**config.mk**
```make
export PLATFORM = sky130hd
export DESIGN_NAME = axi_burst_writer_flat
export DESIGN_NICKNAME = d
export VERILOG_FILES = /design/src/rtl/axi_burst_writer_if.sv /design/src/rtl/axi_burst_writer.sv /design/src/flat_wrapper.sv
export SDC_FILE = /design/constraint.sdc
export NUM_CORES = 1
export LEC_CHECK = 0
export ABC_AREA = 1
export CORE_MARGIN = 3
export CORE_UTILIZATION = 60
export DETAILED_ROUTE_END_ITERATION = 12
export DONT_BUFFER_PORTS = 1
export GPL_ROUTABILITY_DRIVEN = 0
export PLACE_DENSITY_LB_ADDON = 0.05
export RECOVER_POWER = 100
export REMOVE_ABC_BUFFERS = 1
export SKIP_LAST_GASP = 1
export SLEW_MARGIN = 0
export SYNTH_ARGS = -nofsm -noshare
export SYNTH_HDL_FRONTEND = slang
export SYNTH_SLANG_ARGS = --single-unit
```
**constraint.sdc**
```tcl
create_clock -name clk -period 5.5 [get_ports clk]
set_clock_uncertainty 0.05 [all_clocks]
set_input_delay 0.825 -clock clk [delete_from_list [all_inputs] [get_ports clk]]
set_output_delay 0.825 -clock clk [all_outputs]
set_load 0.03 [all_outputs]
```
**src/rtl/axi_burst_writer_if.sv**
```systemverilog
// Bundle of the job-control, stream and AXI4 write-channel signals of the
// burst writer. "master" is the writer side, "slave" is its environment
// (job controller, FIFO read port and memory).
interface axi_burst_writer_if #(
   parameter int DATA_WIDTH = 32,
   parameter int ADDR_WIDTH = 32,
   parameter int CNT_WIDTH  = 16
);
   logic                    start;
   logic [ADDR_WIDTH-1:0]   base_addr;
   logic [CNT_WIDTH-1:0]    total_beats;
   logic                    busy;
   logic                    done;
   logic                    error;
   logic [DATA_WIDTH-1:0]   s_data;
   logic                    s_valid;
   logic                    s_ready;
   logic [ADDR_WIDTH-1:0]   awaddr;
   logic [7:0]              awlen;
   logic [2:0]              awsize;
   logic [1:0]              awburst;
   logic                    awvalid;
   logic                    awready;
   logic [DATA_WIDTH-1:0]   wdata;
   logic [DATA_WIDTH/8-1:0] wstrb;
   logic                    wlast;
   logic                    wvalid;
   logic                    wready;
   logic [1:0]              bresp;
   logic                    bvalid;
   logic                    bready;

   modport master (
      input  start, base_addr, total_beats, s_data, s_valid,
             awready, wready, bresp, bvalid,
      output busy, done, error, s_ready, awaddr, awlen, awsize, awburst,
             awvalid, wdata, wstrb, wlast, wvalid, bready
   );

   modport slave (
      output start, base_addr, total_beats, s_data, s_valid,
             awready, wready, bresp, bvalid,
      input  busy, done, error, s_ready, awaddr, awlen, awsize, awburst,
             awvalid, wdata, wstrb, wlast, wvalid, bready
   );
endinterface

```
**src/rtl/axi_burst_writer.sv**
```systemverilog
// Drains a valid/ready word stream into memory as AXI4 INCR write bursts.
// One burst at a time: AW, then all W beats, then B, before the next AW.
// An error response ends the job after the burst in progress.
module axi_burst_writer #(
   parameter int DATA_WIDTH = 32,
   parameter int ADDR_WIDTH = 32,
   parameter int BURST_LEN  = 16,
   parameter int CNT_WIDTH  = 16
) (
   input logic clk,
   input logic rst,
   axi_burst_writer_if.master bus
);
   localparam int         BYTES = DATA_WIDTH / 8;
   localparam logic [2:0] SIZE  = 3'($clog2(BYTES));

   localparam logic [1:0] IDLE = 2'd0;
   localparam logic [1:0] ADDR = 2'd1;
   localparam logic [1:0] DATA = 2'd2;
   localparam logic [1:0] RESP = 2'd3;

   logic [1:0]            state;
   logic [ADDR_WIDTH-1:0] addr;
   logic [ADDR_WIDTH-1:0] addr_next;
   logic [CNT_WIDTH-1:0]  remaining;
   logic [7:0]            len;
   logic [7:0]            beat;
   logic                  accept;
   logic                  w_hs;
   logic                  last_hs;
   logic                  b_hs;
   logic                  end_job;

   // AWLEN for the next burst: a full burst, or whatever is left if shorter.
   function automatic logic [7:0] burst_awlen(input logic [CNT_WIDTH-1:0] rem);
      if (32'(rem) >= 32'(BURST_LEN))
         return 8'(BURST_LEN - 1);
      else
         return 8'(rem) - 8'd1;
   endfunction

   // A START coinciding with DONE is refused: the job is still finishing.
   assign accept    = (state == IDLE) && bus.start && !bus.done;
   assign w_hs      = (state == DATA) && bus.s_valid && bus.wready;
   assign last_hs   = w_hs && (beat == len);
   assign b_hs      = (state == RESP) && bus.bvalid;
   assign end_job   = b_hs && ((bus.bresp != 2'b00) || bus.error || (remaining == '0));
   assign addr_next = addr + ADDR_WIDTH'((32'(len) + 32'd1) * BYTES);

   assign bus.awsize  = SIZE;
   assign bus.awburst = 2'b01;
   assign bus.wstrb   = '1;
   assign bus.wdata   = bus.s_data;

   // Stream-to-W pass-through, only open while a burst's data phase is active.
   always_comb begin
      bus.s_ready = (state == DATA) && bus.wready;
      bus.wvalid  = (state == DATA) && bus.s_valid;
      bus.wlast   = (state == DATA) && (beat == len);
   end

   // Control FSM and the registered AW / B / status outputs.
   always_ff @(posedge clk) begin
      if (rst) begin
         state       <= IDLE;
         bus.busy    <= 1'b0;
         bus.done    <= 1'b0;
         bus.error   <= 1'b0;
         bus.awvalid <= 1'b0;
         bus.awaddr  <= '0;
         bus.awlen   <= '0;
         bus.bready  <= 1'b0;
      end else begin
         bus.done <= 1'b0;
         case (state)
            IDLE: begin
               if (accept) begin
                  bus.error <= 1'b0;
                  if (bus.total_beats == '0) begin
                     bus.done <= 1'b1;
                  end else begin
                     state       <= ADDR;
                     bus.busy    <= 1'b1;
                     bus.awvalid <= 1'b1;
                     bus.awaddr  <= bus.base_addr;
                     bus.awlen   <= burst_awlen(bus.total_beats);
                  end
               end
            end
            ADDR: begin
               if (bus.awready) begin
                  bus.awvalid <= 1'b0;
                  state       <= DATA;
               end
            end
            DATA: begin
               if (last_hs) begin
                  state      <= RESP;
                  bus.bready <= 1'b1;
               end
            end
            RESP: begin
               if (bus.bvalid) begin
                  bus.bready <= 1'b0;
                  if (bus.bresp != 2'b00)
                     bus.error <= 1'b1;
                  if (end_job) begin
                     state    <= IDLE;
                     bus.busy <= 1'b0;
                     bus.done <= 1'b1;
                  end else begin
                     state       <= ADDR;
                     bus.awvalid <= 1'b1;
                     bus.awaddr  <= addr_next;
                     bus.awlen   <= burst_awlen(remaining);
                  end
               end
            end
            default: state <= IDLE;
         endcase
      end
   end

   // Job bookkeeping: burst address, beats left, and position within a burst.
   always_ff @(posedge clk) begin
      if (accept) begin
         addr      <= bus.base_addr;
         remaining <= bus.total_beats;
      end
      if ((state == ADDR) && bus.awready) begin
         len  <= bus.awlen;
         beat <= 8'd0;
      end
      if (w_hs) begin
         beat      <= beat + 8'd1;
         remaining <= remaining - CNT_WIDTH'(1);
      end
      if (b_hs && !end_job)
         addr <= addr_next;
   end
endmodule

```
**src/flat_wrapper.sv**
```systemverilog
// flat-port wrapper written by rule: the top's interface ports become plain ports
module axi_burst_writer_flat 
#(
   parameter int DATA_WIDTH = 32,
   parameter int ADDR_WIDTH = 32,
   parameter int BURST_LEN  = 16,
   parameter int CNT_WIDTH  = 16
)
  (clk, rst, bus_start, bus_base_addr, bus_total_beats, bus_s_data, bus_s_valid, bus_awready, bus_wready, bus_bresp, bus_bvalid, bus_busy, bus_done, bus_error, bus_s_ready, bus_awaddr, bus_awlen, bus_awsize, bus_awburst, bus_awvalid, bus_wdata, bus_wstrb, bus_wlast, bus_wvalid, bus_bready);
  axi_burst_writer_if #(.DATA_WIDTH(DATA_WIDTH), .ADDR_WIDTH(ADDR_WIDTH), .CNT_WIDTH(CNT_WIDTH)) bus_i ();
  input logic clk;
  input logic rst;
  input wire logic [$bits(bus_i.start)-1:0] bus_start;
  input wire logic [$bits(bus_i.base_addr)-1:0] bus_base_addr;
  input wire logic [$bits(bus_i.total_beats)-1:0] bus_total_beats;
  input wire logic [$bits(bus_i.s_data)-1:0] bus_s_data;
  input wire logic [$bits(bus_i.s_valid)-1:0] bus_s_valid;
  input wire logic [$bits(bus_i.awready)-1:0] bus_awready;
  input wire logic [$bits(bus_i.wready)-1:0] bus_wready;
  input wire logic [$bits(bus_i.bresp)-1:0] bus_bresp;
  input wire logic [$bits(bus_i.bvalid)-1:0] bus_bvalid;
  output wire logic [$bits(bus_i.busy)-1:0] bus_busy;
  output wire logic [$bits(bus_i.done)-1:0] bus_done;
  output wire logic [$bits(bus_i.error)-1:0] bus_error;
  output wire logic [$bits(bus_i.s_ready)-1:0] bus_s_ready;
  output wire logic [$bits(bus_i.awaddr)-1:0] bus_awaddr;
  output wire logic [$bits(bus_i.awlen)-1:0] bus_awlen;
  output wire logic [$bits(bus_i.awsize)-1:0] bus_awsize;
  output wire logic [$bits(bus_i.awburst)-1:0] bus_awburst;
  output wire logic [$bits(bus_i.awvalid)-1:0] bus_awvalid;
  output wire logic [$bits(bus_i.wdata)-1:0] bus_wdata;
  output wire logic [$bits(bus_i.wstrb)-1:0] bus_wstrb;
  output wire logic [$bits(bus_i.wlast)-1:0] bus_wlast;
  output wire logic [$bits(bus_i.wvalid)-1:0] bus_wvalid;
  output wire logic [$bits(bus_i.bready)-1:0] bus_bready;
  assign bus_i.start = bus_start;
  assign bus_i.base_addr = bus_base_addr;
  assign bus_i.total_beats = bus_total_beats;
  assign bus_i.s_data = bus_s_data;
  assign bus_i.s_valid = bus_s_valid;
  assign bus_i.awready = bus_awready;
  assign bus_i.wready = bus_wready;
  assign bus_i.bresp = bus_bresp;
  assign bus_i.bvalid = bus_bvalid;
  assign bus_busy = bus_i.busy;
  assign bus_done = bus_i.done;
  assign bus_error = bus_i.error;
  assign bus_s_ready = bus_i.s_ready;
  assign bus_awaddr = bus_i.awaddr;
  assign bus_awlen = bus_i.awlen;
  assign bus_awsize = bus_i.awsize;
  assign bus_awburst = bus_i.awburst;
  assign bus_awvalid = bus_i.awvalid;
  assign bus_wdata = bus_i.wdata;
  assign bus_wstrb = bus_i.wstrb;
  assign bus_wlast = bus_i.wlast;
  assign bus_wvalid = bus_i.wvalid;
  assign bus_bready = bus_i.bready;
  axi_burst_writer #(.DATA_WIDTH(DATA_WIDTH), .ADDR_WIDTH(ADDR_WIDTH), .BURST_LEN(BURST_LEN), .CNT_WIDTH(CNT_WIDTH)) u_core (.clk(clk), .rst(rst), .bus(bus_i));
endmodule
```
# ---- After elaboration in Yosys (flattened, before gate mapping)
# Cells that the tools add are included.
dict set report totals {
  reg_bits 111
  inputBits 89
  out_inout_bits 89
  word_cells 109
}
dict set report op_classes {
  addsub 6
  order_cmp 2
  eq_ne 12
  muxes 46
  reduce_logical 31
}
# op n
set ops {}
lappend ops {{two-way mux 32 bit} 6}
lappend ops {{two-way mux 8 bit} 8}
lappend ops {{case mux 32 bit (2 select lines)} 1}
lappend ops {{adder 32 bit} 1}
lappend ops {{>= comparator 16 x 5 -> 1 bit (second input constant)} 2}
lappend ops {{logical NOT 16 bit} 2}
lappend ops {{two-way mux 16 bit} 2}
lappend ops {{two-way mux 1 bit} 17}
lappend ops {{case mux 8 bit (2 select lines)} 1}
lappend ops {{subtractor 16 x 1 -> 16 bit (second input constant)} 1}
lappend ops {{subtractor 8 x 1 -> 8 bit (second input constant)} 2}
lappend ops {{AND reduction 5 bit} 3}
lappend ops {{nonzero test 2 bit} 6}
lappend ops {{logical AND 1 bit} 11}
lappend ops {{two-way mux 2 bit} 5}
lappend ops {{!= test 2 bit (second input constant)} 5}
lappend ops {{adder 8 x 1 -> 9 bit (second input constant)} 1}
lappend ops {{adder 8 x 1 -> 8 bit (second input constant)} 1}
lappend ops {{equality test 8 bit} 1}
lappend ops {{case mux 1 bit (2 select lines)} 4}
lappend ops {{case mux 2 bit (4 select lines)} 1}
lappend ops {{!= test 2 x 1 -> 1 bit (second input constant)} 3}
lappend ops {{AND reduction 6 bit} 1}
lappend ops {{equality test 2 bit (second input constant)} 2}
lappend ops {{other kinds (8)} 10}

# ---- Longest topological paths before layout
# Gate-level depths: netlist of run 1.
dict set report logic_depth {
  ltp_word 7
  depth_mapped 20
  ltp_nobuf 20
}

# ---- Least setup slack after synthesis of run 1
# No wires, ideal clock.
dict set report synth_timing {
  path_type {in2reg}
  from {input port bus_bresp[1]}
  to {register u_core.addr[10], enable pin}
  setup_ps 387
  arrival_time_ps 2445
  required_ps 5063
  path_slack_ps 2618
  stages 7
  path_buffers 1
  cell_sequence {or2_2 -> nor2_1 -> nand2_1 -> nor2_1 -> inv_1 -> buf_2 -> nand2_1}
}
dict set report synth_via {
  elab_chain_cells 7
}
# element line_no
set synth_rtl {}
lappend synth_rtl {{from (decl)} flat_wrapper.sv:20} ;# input wire logic [$bits(bus_i.bresp)-1:0] bus_bresp;
lappend synth_rtl {{nonzero test 2 bit} axi_burst_writer.sv:47} ;# assign end_job = b_hs && ((bus.bresp != 2'b00) || bus.error || (remaining == '0));
lappend synth_rtl {{logical OR 1 bit (2 in series)} axi_burst_writer.sv:47}
lappend synth_rtl {{logical AND 1 bit} axi_burst_writer.sv:47}
lappend synth_rtl {{logical NOT 1 bit} axi_burst_writer.sv:138} ;# if (b_hs && !end_job)
lappend synth_rtl {{logical AND 1 bit} axi_burst_writer.sv:138}
lappend synth_rtl {{nonzero test 2 bit (no line)} --}
lappend synth_rtl {{to (signal assigned)} axi_burst_writer.sv:127} ;# addr <= bus.base_addr;
lappend synth_rtl {{to (signal assigned)} axi_burst_writer.sv:139} ;# addr <= addr_next;
lappend synth_rtl {{to (decl)} axi_burst_writer.sv:23} ;# logic [ADDR_WIDTH-1:0] addr;
# Every way passes these cells.
# A chain may end at the register's enable or synchronous reset.

# ---- Worst setup path in the final report of run 1
dict set report layout_timing {
  from {register u_core.state[0]}
  to {register u_core.bus.awaddr[24]}
}
dict set report layout_via {
  elab_chain_cells 5
  elab_cells_between_ends 13
  cone_classes {eq/ne: 5; mux: 1; reduce/logical: 7}
}
# element line_no
set layout_rtl {}
lappend layout_rtl {{from (decl)} axi_burst_writer.sv:22} ;# logic [1:0] state;
lappend layout_rtl {{from (signal assigned)} axi_burst_writer.sv:65} ;# state <= IDLE;
lappend layout_rtl {{from (signal assigned)} axi_burst_writer.sv:82} ;# state <= ADDR;
lappend layout_rtl {{from (signal assigned)} axi_burst_writer.sv:93} ;# state <= DATA;
lappend layout_rtl {{equality test 2 bit / logical NOT 2 bit (equally long branches)} {axi_burst_writer.sv:46, axi_burst_writer.sv:75, axi_burst_writer.sv:43}}
lappend layout_rtl {{logical AND 1 bit (on tied branches)} {axi_burst_writer.sv:46, axi_burst_writer.sv:43}}
lappend layout_rtl {{logical AND 1 bit (on tied branches)} {axi_burst_writer.sv:47, axi_burst_writer.sv:43}}
lappend layout_rtl {{!= test 2 bit (no line) / != test 2 x 1 -> 1 bit (equally long branches)} --}
lappend layout_rtl {{AND reduction 5 bit (no line)} --}
lappend layout_rtl {{to (signal assigned)} axi_burst_writer.sv:85} ;# bus.awaddr <= bus.base_addr;
lappend layout_rtl {{to (signal assigned)} axi_burst_writer.sv:114} ;# bus.awaddr <= addr_next;
lappend layout_rtl {{to (decl)} axi_burst_writer_if.sv:36} ;# output busy, done, error, s_ready, awaddr, awlen, awsize, awburst,
# Several ways; a longest one is shown, not always the timed one.

==> flow_summary.toml, run 1 <==
[placement]
io_buffer_count = 0
dp_cells = 1083
dp_hpwl_um = 13600

[floorplan]
initial_core_util = 0.626
core_um2 = 11600
fp-row-count = 39
die_h_um = 116
dieArea_um2 = 13500
fp.dieW_um = 116
ios = 178

[global_route]
grt_max_degree = 60
gr-total-overflow = 0
grt_pass1_vias = 5784
antenna_found_initial = 0
grt_pass1_wl_um = 29100
grt_usage = 0.281

[sta]
min_period_over_period = 0.720
rsz0062_at_grt = "no"
fin_tns_setup_ps = 0
tightest_slew_ps = 1340
setup_viol = 0
finalHoldViolCount = 0
fin_crit_ps = 3960
slew_viol_final = 0
relSlewSlack = 0.104
fmax_ghz = 0.252

[worst_setup_path]
critPathTopFamily = "simple AND/OR/NAND/NOR gates"
path_depth = 9
crit_slowest_cell = "nor2_4"
cpPeakStageDelay_ps = 1050
rr_worst_depth = 9
path_cells = "ha_2 -> inv_1 -> nor2_1 -> a21oi_1 -> nand2_1 -> nor2_4 -> o21ai_0 -> nor2_1 -> nor2_1"
worstPathArrival_ps = 4170
critPathRequiredTime_ps = 5710
worstSetupPathType = "reg -> reg"
endpoint_kind = "flip-flop"
crit_path_max_fanout = 59
cp_common_cell = "nor2_1"
worst-path-buf-inv = 1
start_kind = "flip-flop"

[logic_synthesis]
yosys_warnings = 0
synth-seq-area-share = 0.394
syn-cell-area_um2 = 7270
ys_types = 41
synth_seq_cells = 111
synth_area_per_cell_um2 = 7.27
postSynthCellCount = 1000

[drt]
wl_um = 18400
remaining_drc_errors = 0
ant_nets = 0
wl_per_cell_um = 16.8
post_drt_via_cell_ratio = 5.62
drtPass1Iterations = 5
drt_iter0_markers = 522
vias = 6180

[layout]
final_common_cell = "nand2_1"
final_cells = 1099
most-common-layout-cells = "239 x nand2_1, 127 x nor2_1, 121 x inv_1, 93 x nand3_1, 79 x o21ai_0"
syn2layout_area_growth_pct = 0.172
fillCellCount = 1054
fin_util = 0.627
nets = 1058
diodes = 0
drive_above_1_share = 0.0523

[clocking]
clk_latency_ps = 370
postCtsHoldBufs = 0
clkTransAtPathRegs_ps = 80
cts_resized = 0
cts_buffers = 9
htreeDepth = 3
cts_root_buffer = "clkbuf_16"
clock-sinks = 111
cts_tree = "yes"
clockBufferDepth = 2
post_cts_buffers = 0

[min_path]
min_path_cells = 1
hold_path.class = "in -> reg"

[pwr]
peakVddDrop_uv = 688
power.leakage_nw = 3.24
p_per_area_nw_per_um2 = 495

[outcome]
status = "completed"

[job]
cap_violations = 0
==> metal layers <==
metal / share of wire / wire length, um / vias up / global-route usage
met5: 0 / 0 / - / 0.0222
met4: 0.026 / 488 / 0 / 0.0951
met3: 0.12 / 2140 / 32 / 0.124
met2: 0.41 / 7590 / 291 / 0.395
met1: 0.45 / 8210 / 2771 / 0.384
li1: - / - / 3086 / -
==> synthesized netlist by cell type, drive strengths merged <==
master,number,share of area
nand2,241,0.13
nor2,137,0.076
inv,122,0.063
nand3,93,0.064
o21ai,83,0.058
edfxtp,64,0.26
buf,55,0.058
dfxtp,47,0.13
a21oi,42,0.036
ha,17,0.029
xnor2,16,0.019
clkbuf,15,0.0077
xor2,15,0.018
nand4,11,0.010
nor3,10,0.0069
nand3b,6,0.0062
or2,5,0.0043
a21o,4,0.0041
mux2i,4,0.0055
o21a,3,0.0031
conb,2,0.0010
nor3b,2,0.0021
a211oi,1,0.0010
a311oi,1,0.0012
fa,1,0.0028
nor4,1,0.00086
o22ai,1,0.00086
o31ai,1,0.0010
==> power by group <==
part,switching (mW),total [mW],internal [mW]
clock network,0.318,0.629,0.311
logic,0.897,1.29,0.391
registers,0.496,1.69,1.19
total,1.71,3.61,1.90
==> per-stage QoR <==
stage          cell area [um2]  total power [mW]  hold WS (ps)  setup slack [ps]
3_3_place_gp              7030              2.98           445              2030
2_1_floorplan             6820              2.68           434               496
4_1_cts                   7300              3.67           455              1890
5_1_grt                   7280              3.88           452              1050
6_report                  7280              3.61           465              1540
3_5_place_dp              7030              3.03           469              1890
==> layout make-up <==
| type | count | area [um2] | area share |
|---|---|---|---|
| clock buffers | 10 | 229 | 0.0314 |
| clock inverters | 6 | 45.0 | 0.00619 |
| inverters | 122 | 458 | 0.0629 |
| multi-input cells | 704 | 3490 | 0.479 |
| flip-flops and latches | 111 | 2860 | 0.393 |
| well taps | 143 | 179 | 0.0246 |
| repair buffers | 3 | 18.8 | 0.00258 |
==> final timing paths <==
path | to | from | slack, ps
max | u_core.bus.awaddr[24] | u_core.state[0] | 1540
min | u_core.state[0] | rst | 470
max reg2reg | u_core.bus.awaddr[24] | u_core.state[0] | 1540
min reg2reg | u_core.state[0] | u_core.state[0] | 490
==> worst register-to-register path, delay by kind of cell (launching register included) <==
kind,cells,cell delay [ps]
fa+ha+maj,1,550
flops,1,360
simple gates,5,1550
compound gates,2,630
buf+inv,1,710
==> state kept, by name (all words and copies together) (netlist names) <==
register and flops:
u_core.state 2, u_core.bus.busy 1, u_core.bus.awlen 8, u_core.bus.awvalid 1, u_core.beat 8, u_core.addr 32
u_core.bus.awaddr 32, u_core.bus.error 1, u_core.bus.done 1, u_core.bus.bready 1, u_core.remaining 16, u_core.len 8
==> logic make-up (layout without fill, tap and decap cells) <==
| group | count (synthesis) | in the layout | share of synthesized area |
|---|---|---|---|
| adder cells (fa/ha/maj) | 18 | 18 | 0.0320 |
| other | 2 | 9 | 0.00103 |
| XOR/XNOR | 31 | 31 | 0.0373 |
| AO/OA/AOI/OAI | 136 | 136 | 0.105 |
| AND/OR/NAND/NOR | 506 | 506 | 0.297 |
| flip-flops | 111 | 111 | 0.394 |
| multiplexers | 4 | 4 | 0.00551 |
| buffers and inverters | 192 | 141 | 0.129 |
Note: power is estimated with default switching activity, not from simulation.
==> inputs of run 2 (changes only) <==
==> constraint.sdc (replaced) <==
create_clock -name clk -period 3.9 [get_ports clk]
set_clock_uncertainty 0.05 [all_clocks]
set_input_delay 0.585 -clock clk [delete_from_list [all_inputs] [get_ports clk]]
set_output_delay 0.585 -clock clk [all_outputs]
set_load 0.03 [all_outputs]
==> flow_summary.toml, run 2 (same netlist as run 1, synthesis figures left out) <==
[sta]
rsz0062_at_grt = "no"
fin_tns_setup_ps = 0
setup_viol = 0
relSlewSlack = 0.280
fin_crit_ps = 3080
tightest_slew_ps = 1080
slew_viol_final = 0
finalHoldViolCount = 0
min_period_over_period = 0.789
hold_ws_ps = 239
fmax_ghz = 0.325

[min_path]
hold_path.class = "in -> reg"
min_from = "rst"
min_path_cells = 1

[layout]
syn2layout_area_growth_pct = 0.602
most-common-layout-cells = "239 x nand2_1, 129 x nor2_1, 121 x inv_1, 93 x nand3_1, 81 x o21ai_0"
diodes = 0
final_area_um2 = 7310
drive_above_1_share = 0.0511
top_regs = "u_core.addr: 32 flops, u_core.bus.awaddr: 32 flops, u_core.remaining: 16 flops"
fin_util = 0.630
nets = 1061
final_common_cell = "nand2_1"

[drt]
ant_nets = 0
wl_met3_um = 1930
vias = 6247
wl_met1_um = 8290
remaining_drc_errors = 0
met2_length_um = 8000
wl_um = 18600
post_drt_via_cell_ratio = 5.67
wl_per_cell_um = 16.9
drtPass1Iterations = 6
drt_iter0_markers = 528
top_layer = "met5"

[clocking]
cts_tree = "yes"
cts_root_buffer = "clkbuf_16"
htreeDepth = 3
cts_buffers = 9
postCtsHoldBufs = 0
clock-sinks = 111
clkTransAtPathRegs_ps = 70
clk_latency_ps = 360
cts_resized = 0
clockBufferDepth = 2
post_cts_buffers = 0

[worst_setup_path]
path_cells = "inv_1 -> ha_1 -> nand2_1 -> nor2_1 -> clkinv_1 -> a21oi_1 -> nand2_1 -> nor2_8 -> o21ai_0 -> a21oi_2"
cpPeakStageDelay_ps = 670
start_kind = "flip-flop"
crit_start = "u_core.state[1]"
cp_common_cell = "nand2_1"
endpoint_kind = "flip-flop"
rr_worst_depth = 10
worstPathArrival_ps = 3310
crit_slowest_cell = "nor2_8"
critPathRequiredTime_ps = 4140
crit_path_max_fanout = 59
rr_startpoint = "u_core.state[1]"
worstSetupPathType = "reg -> reg"

[floorplan]
core_um2 = 11600
initial_core_util = 0.626
die_h_um = 116
dieArea_um2 = 13500
fp.dieW_um = 116
fp-row-count = 39
ios = 178

[placement]
place_area_um2 = 7050
io_buffer_count = 0
dp_hpwl_um = 14100

[pwr]
p_per_area_nw_per_um2 = 705
power.leakage_nw = 3.26
clkPwrFrac = 0.179
switching_share = 0.467
p_switching_mw = 2.41
p_int_mw = 2.75
peakVddDrop_uv = 763
total_power_mw = 5.16
combPwrFrac = 0.356
seqPwrFrac = 0.465

[global_route]
antenna_found_initial = 0
grt_max_degree = 60
grt_pass1_vias = 5945
grt_usage = 0.285
grt_pass1_wl_um = 29700
gr-total-overflow = 0

[job]
cap_violations = 0

[outcome]
status = "completed"
[run 2: cell count changes in the layout (fill, tap and decap cells not counted), moves of 2 or more]
cell      delta
clkbuf_2     +2
clkinv_1     +2
nor2_1       +2
nor2_4       -2
o21ai_1      -2
o21ai_0      +2
[run 2: worst max-delay path: cells and delay by family (launching register included)]
kind | cells | cell delay, ps
compound gates | 3 | 840
simple gates | 4 | 1200
fa+ha+maj | 1 | 240
buf+inv | 2 | 280
flops | 1 | 380
[run 2: power by group through the flow]
stage / Combinational, mW / Clock [mW] / Sequential [mW]
finish: 1.84 / 0.923 / 2.40
global route: 2.11 / 0.989 / 2.44
CTS: 1.90 / 0.946 / 2.41
detailed placement: 1.89 / 0 / 2.43
global placement: 1.84 / 0 / 2.42
floorplan: 1.46 / 0 / 2.32
[run 2: layout make-up]
cell class,instances,area [um2]
well taps,143,179
repair buffers,6,36.3
clock buffers,10,229
clock inverters,6,60.1
inverters,122,458
multi-input cells,704,3490
fillers,1082,4300
flip-flops and latches,111,2860
[run 2: path summary, 6_finish.rpt]
| path | slack, ps | end |
|---|---|---|
| worst min register to register | 490 | u_core.state[0] |
| worst max-delay path | 820 | u_core.bus.awaddr[3] |
| worst min-delay path | 240 | u_core.state[0] |
| worst max register to register | 820 | u_core.bus.awaddr[3] |
[run 2: routing by layer]
layer,GRT usage,vias up
li1,-,3088
met1,0.386,2852
met2,0.420,280
met3,0.118,25
met4,0.0758,2
met5,0.0222,-
[run 2: through the flow]
stage | std cells | setup WS, ps
after floorplan | 937 | -1100
after global placement | 1086 | 1200
after detailed placement | 1086 | 1060
after CTS | 1102 | 1050
after global routing | 1102 | 498
final | 1102 | 824
==> inputs of run 3 (changes only) <==
--- a/config.mk
+++ b/config.mk
@@ -7,7 +7,7 @@
 export LEC_CHECK = 0
 export ABC_AREA = 1
 export CORE_MARGIN = 3
-export CORE_UTILIZATION = 60
+export CORE_UTILIZATION = 58
 export DETAILED_ROUTE_END_ITERATION = 12
 export DONT_BUFFER_PORTS = 1
 export GPL_ROUTABILITY_DRIVEN = 0
==> constraint.sdc (replaced) <==
create_clock -name clk -period 2.6 [get_ports clk]
set_clock_uncertainty 0.05 [all_clocks]
set_input_delay 0.39 -clock clk [delete_from_list [all_inputs] [get_ports clk]]
set_output_delay 0.39 -clock clk [all_outputs]
set_load 0.03 [all_outputs]
==> flow_summary.toml, run 3 (same netlist as run 1, synthesis figures left out) <==
[outcome]
status = "finished, violations left"
violations = "setup timing"

[min_path]
hold_path.class = "in -> reg"

[worst_setup_path]
crit_path_max_fanout = 5
worstSetupPathType = "reg -> reg"
crit_slowest_cell = "edfxtp_1"
r2r_slack_ps = -70
cpPeakStageDelay_ps = 470
worst-path-buf-inv = 2
critPathRequiredTime_ps = 2670
critPathTopFamily = "simple AND/OR/NAND/NOR gates"
endpoint_kind = "flip-flop"
start_kind = "flip-flop"
cp_common_cell = "nand2_4"
path_cells = "ha_2 -> nand2_2 -> inv_2 -> nand4_1 -> xor2_1 -> inv_1 -> ha_4 -> nand2_4 -> nor2_4 -> nand3_4 -> nand2_4 -> nand2_4 -> nand2_4 -> nand3_2 -> nand3_2 -> o21ai_0"
worstPathArrival_ps = 2740

[floorplan]
initial_core_util = 0.600
fp.dieW_um = 118
core_um2 = 12100
dieArea_um2 = 13900
fp-row-count = 40
ios = 178
die_h_um = 118

[pwr]
power.leakage_nw = 3.58
peakVddDrop_uv = 820
total_power_mw = 8.59
p_per_area_nw_per_um2 = 1060

[clocking]
clockBufferDepth = 2
cts_buffers = 9
clkTransAtPathRegs_ps = 80
clock-sinks = 111
htreeDepth = 3
cts_root_buffer = "clkbuf_16"
clk_latency_ps = 360
postCtsHoldBufs = 0
cts_tree = "yes"

[layout]
syn2layout_area_growth_pct = 11.9
final_area_um2 = 8130
diodes = 0
fillCellCount = 1007
nets = 1098
multiInputGateArea_um2 = 3910
top_regs = "u_core.addr: 32 flops, u_core.bus.awaddr: 32 flops, u_core.remaining: 16 flops"
final_common_cell = "nand2_1"
drive_above_1_share = 0.171
most-common-layout-cells = "203 x nand2_1, 118 x nor2_1, 116 x inv_1, 77 x nand3_1, 64 x edfxtp_1"
seq_area_um2 = 2860

[global_route]
antenna_found_initial = 0
grt_pass1_vias = 6174
grt_usage = 0.277
grt_max_degree = 60
gr-total-overflow = 0
grt_pass1_wl_um = 30700

[placement]
io_buffer_count = 0
place_area_um2 = 7350
dp_hpwl_um = 14300

[sta]
relSlewSlack = 0.549
tightest_slew_ps = 677
rsz0062_at_grt = "yes"
finalHoldViolCount = 0
fmax_ghz = 0.374
slew_viol_final = 0
setup_viol = 20
finalWorstSetupSlack_ps = -72.0
min_period_over_period = 1.03
fin_crit_ps = 2670

[drt]
wl_um = 19900
remaining_drc_errors = 0
vias = 6537
wl_per_cell_um = 17.1
drtPass1Iterations = 5
ant_nets = 0
post_drt_via_cell_ratio = 5.62
drt_iter0_markers = 580

[job]
cap_violations = 0
==> run 3: what timing repair did <==
| item | in CTS | in global routing |
|---|---|---|
| resized for setup | 12 | 99 |
| endpoints found under the hold margin | 0 | 0 |
| endpoints found under the setup margin | 31 | 51 |
| pin swaps | 4 | 38 |
| buffers inserted | 2 | 6 |
==> run 3: final timing paths <==
check	startpoint	cells past startpoint	end
max	u_core.len[0]	16	u_core.addr[30]
min	rst	1	u_core.bus.awlen[1]
max reg2reg	u_core.len[0]	16	u_core.addr[30]
min reg2reg	u_core.state[0]	2	u_core.state[0]
==> run 3: stage by stage <==
stage,TNS [ps],instances,setup slack [ps],utilization,hold slack [ps]
2_1_floorplan,-131330,937,-2400,-,409
3_5_place_dp,-1930,1141,-224,0.607,416
4_1_cts,-37.6,1159,-21.1,0.640,31.6
6_report,-763,1164,-72.0,0.672,37.3
3_3_place_gp,-71.6,1141,-30.3,0.607,414
5_1_grt,-7850,1164,-246,0.672,27.5
==> run 3: power by group <==
part	internal (mW)	total, mW	switching [mW]	leakage, nW
clock	0.860	1.56	0.697	0.162
sequential	2.52	3.60	1.08	0.997
combinational	1.21	3.43	2.22	2.42
total	4.59	8.59	4.00	3.58
==> run 3: cell type report <==
type | instances | area share
clock buffers | 9 | 0.0277
clock inverters | 7 | 0.0126
inverters | 122 | 0.0563
multi-input cells | 704 | 0.481
flip-flops and latches | 111 | 0.352
well taps | 168 | 0.0258
repair buffers | 43 | 0.0446
==> run 3: worst reg2reg max path: cells and delay by family, from the launching register on <==
| kind | cells | cell delay [ps] |
|---|---|---|
| and+or+nand+nor | 10 | 970 |
| adders and majority gates | 2 | 560 |
| DFF | 1 | 470 |
| xor gates and xnor gates | 1 | 180 |
| buffers and inverters | 2 | 140 |
| AOI/OAI and AO/OA | 1 | 70 |
==> run 3: layer usage <==
| metal | up-vias | part of all wire | GRT usage | wire length, um |
|---|---|---|---|---|
| met5 | - | 0 | 0.0184 | 0 |
| met4 | 0 | 0.028 | 0.0901 | 566 |
| met3 | 38 | 0.10 | 0.108 | 2010 |
| met2 | 317 | 0.45 | 0.425 | 8880 |
| met1 | 3010 | 0.43 | 0.360 | 8480 |
| li1 | 3172 | - | - | - |
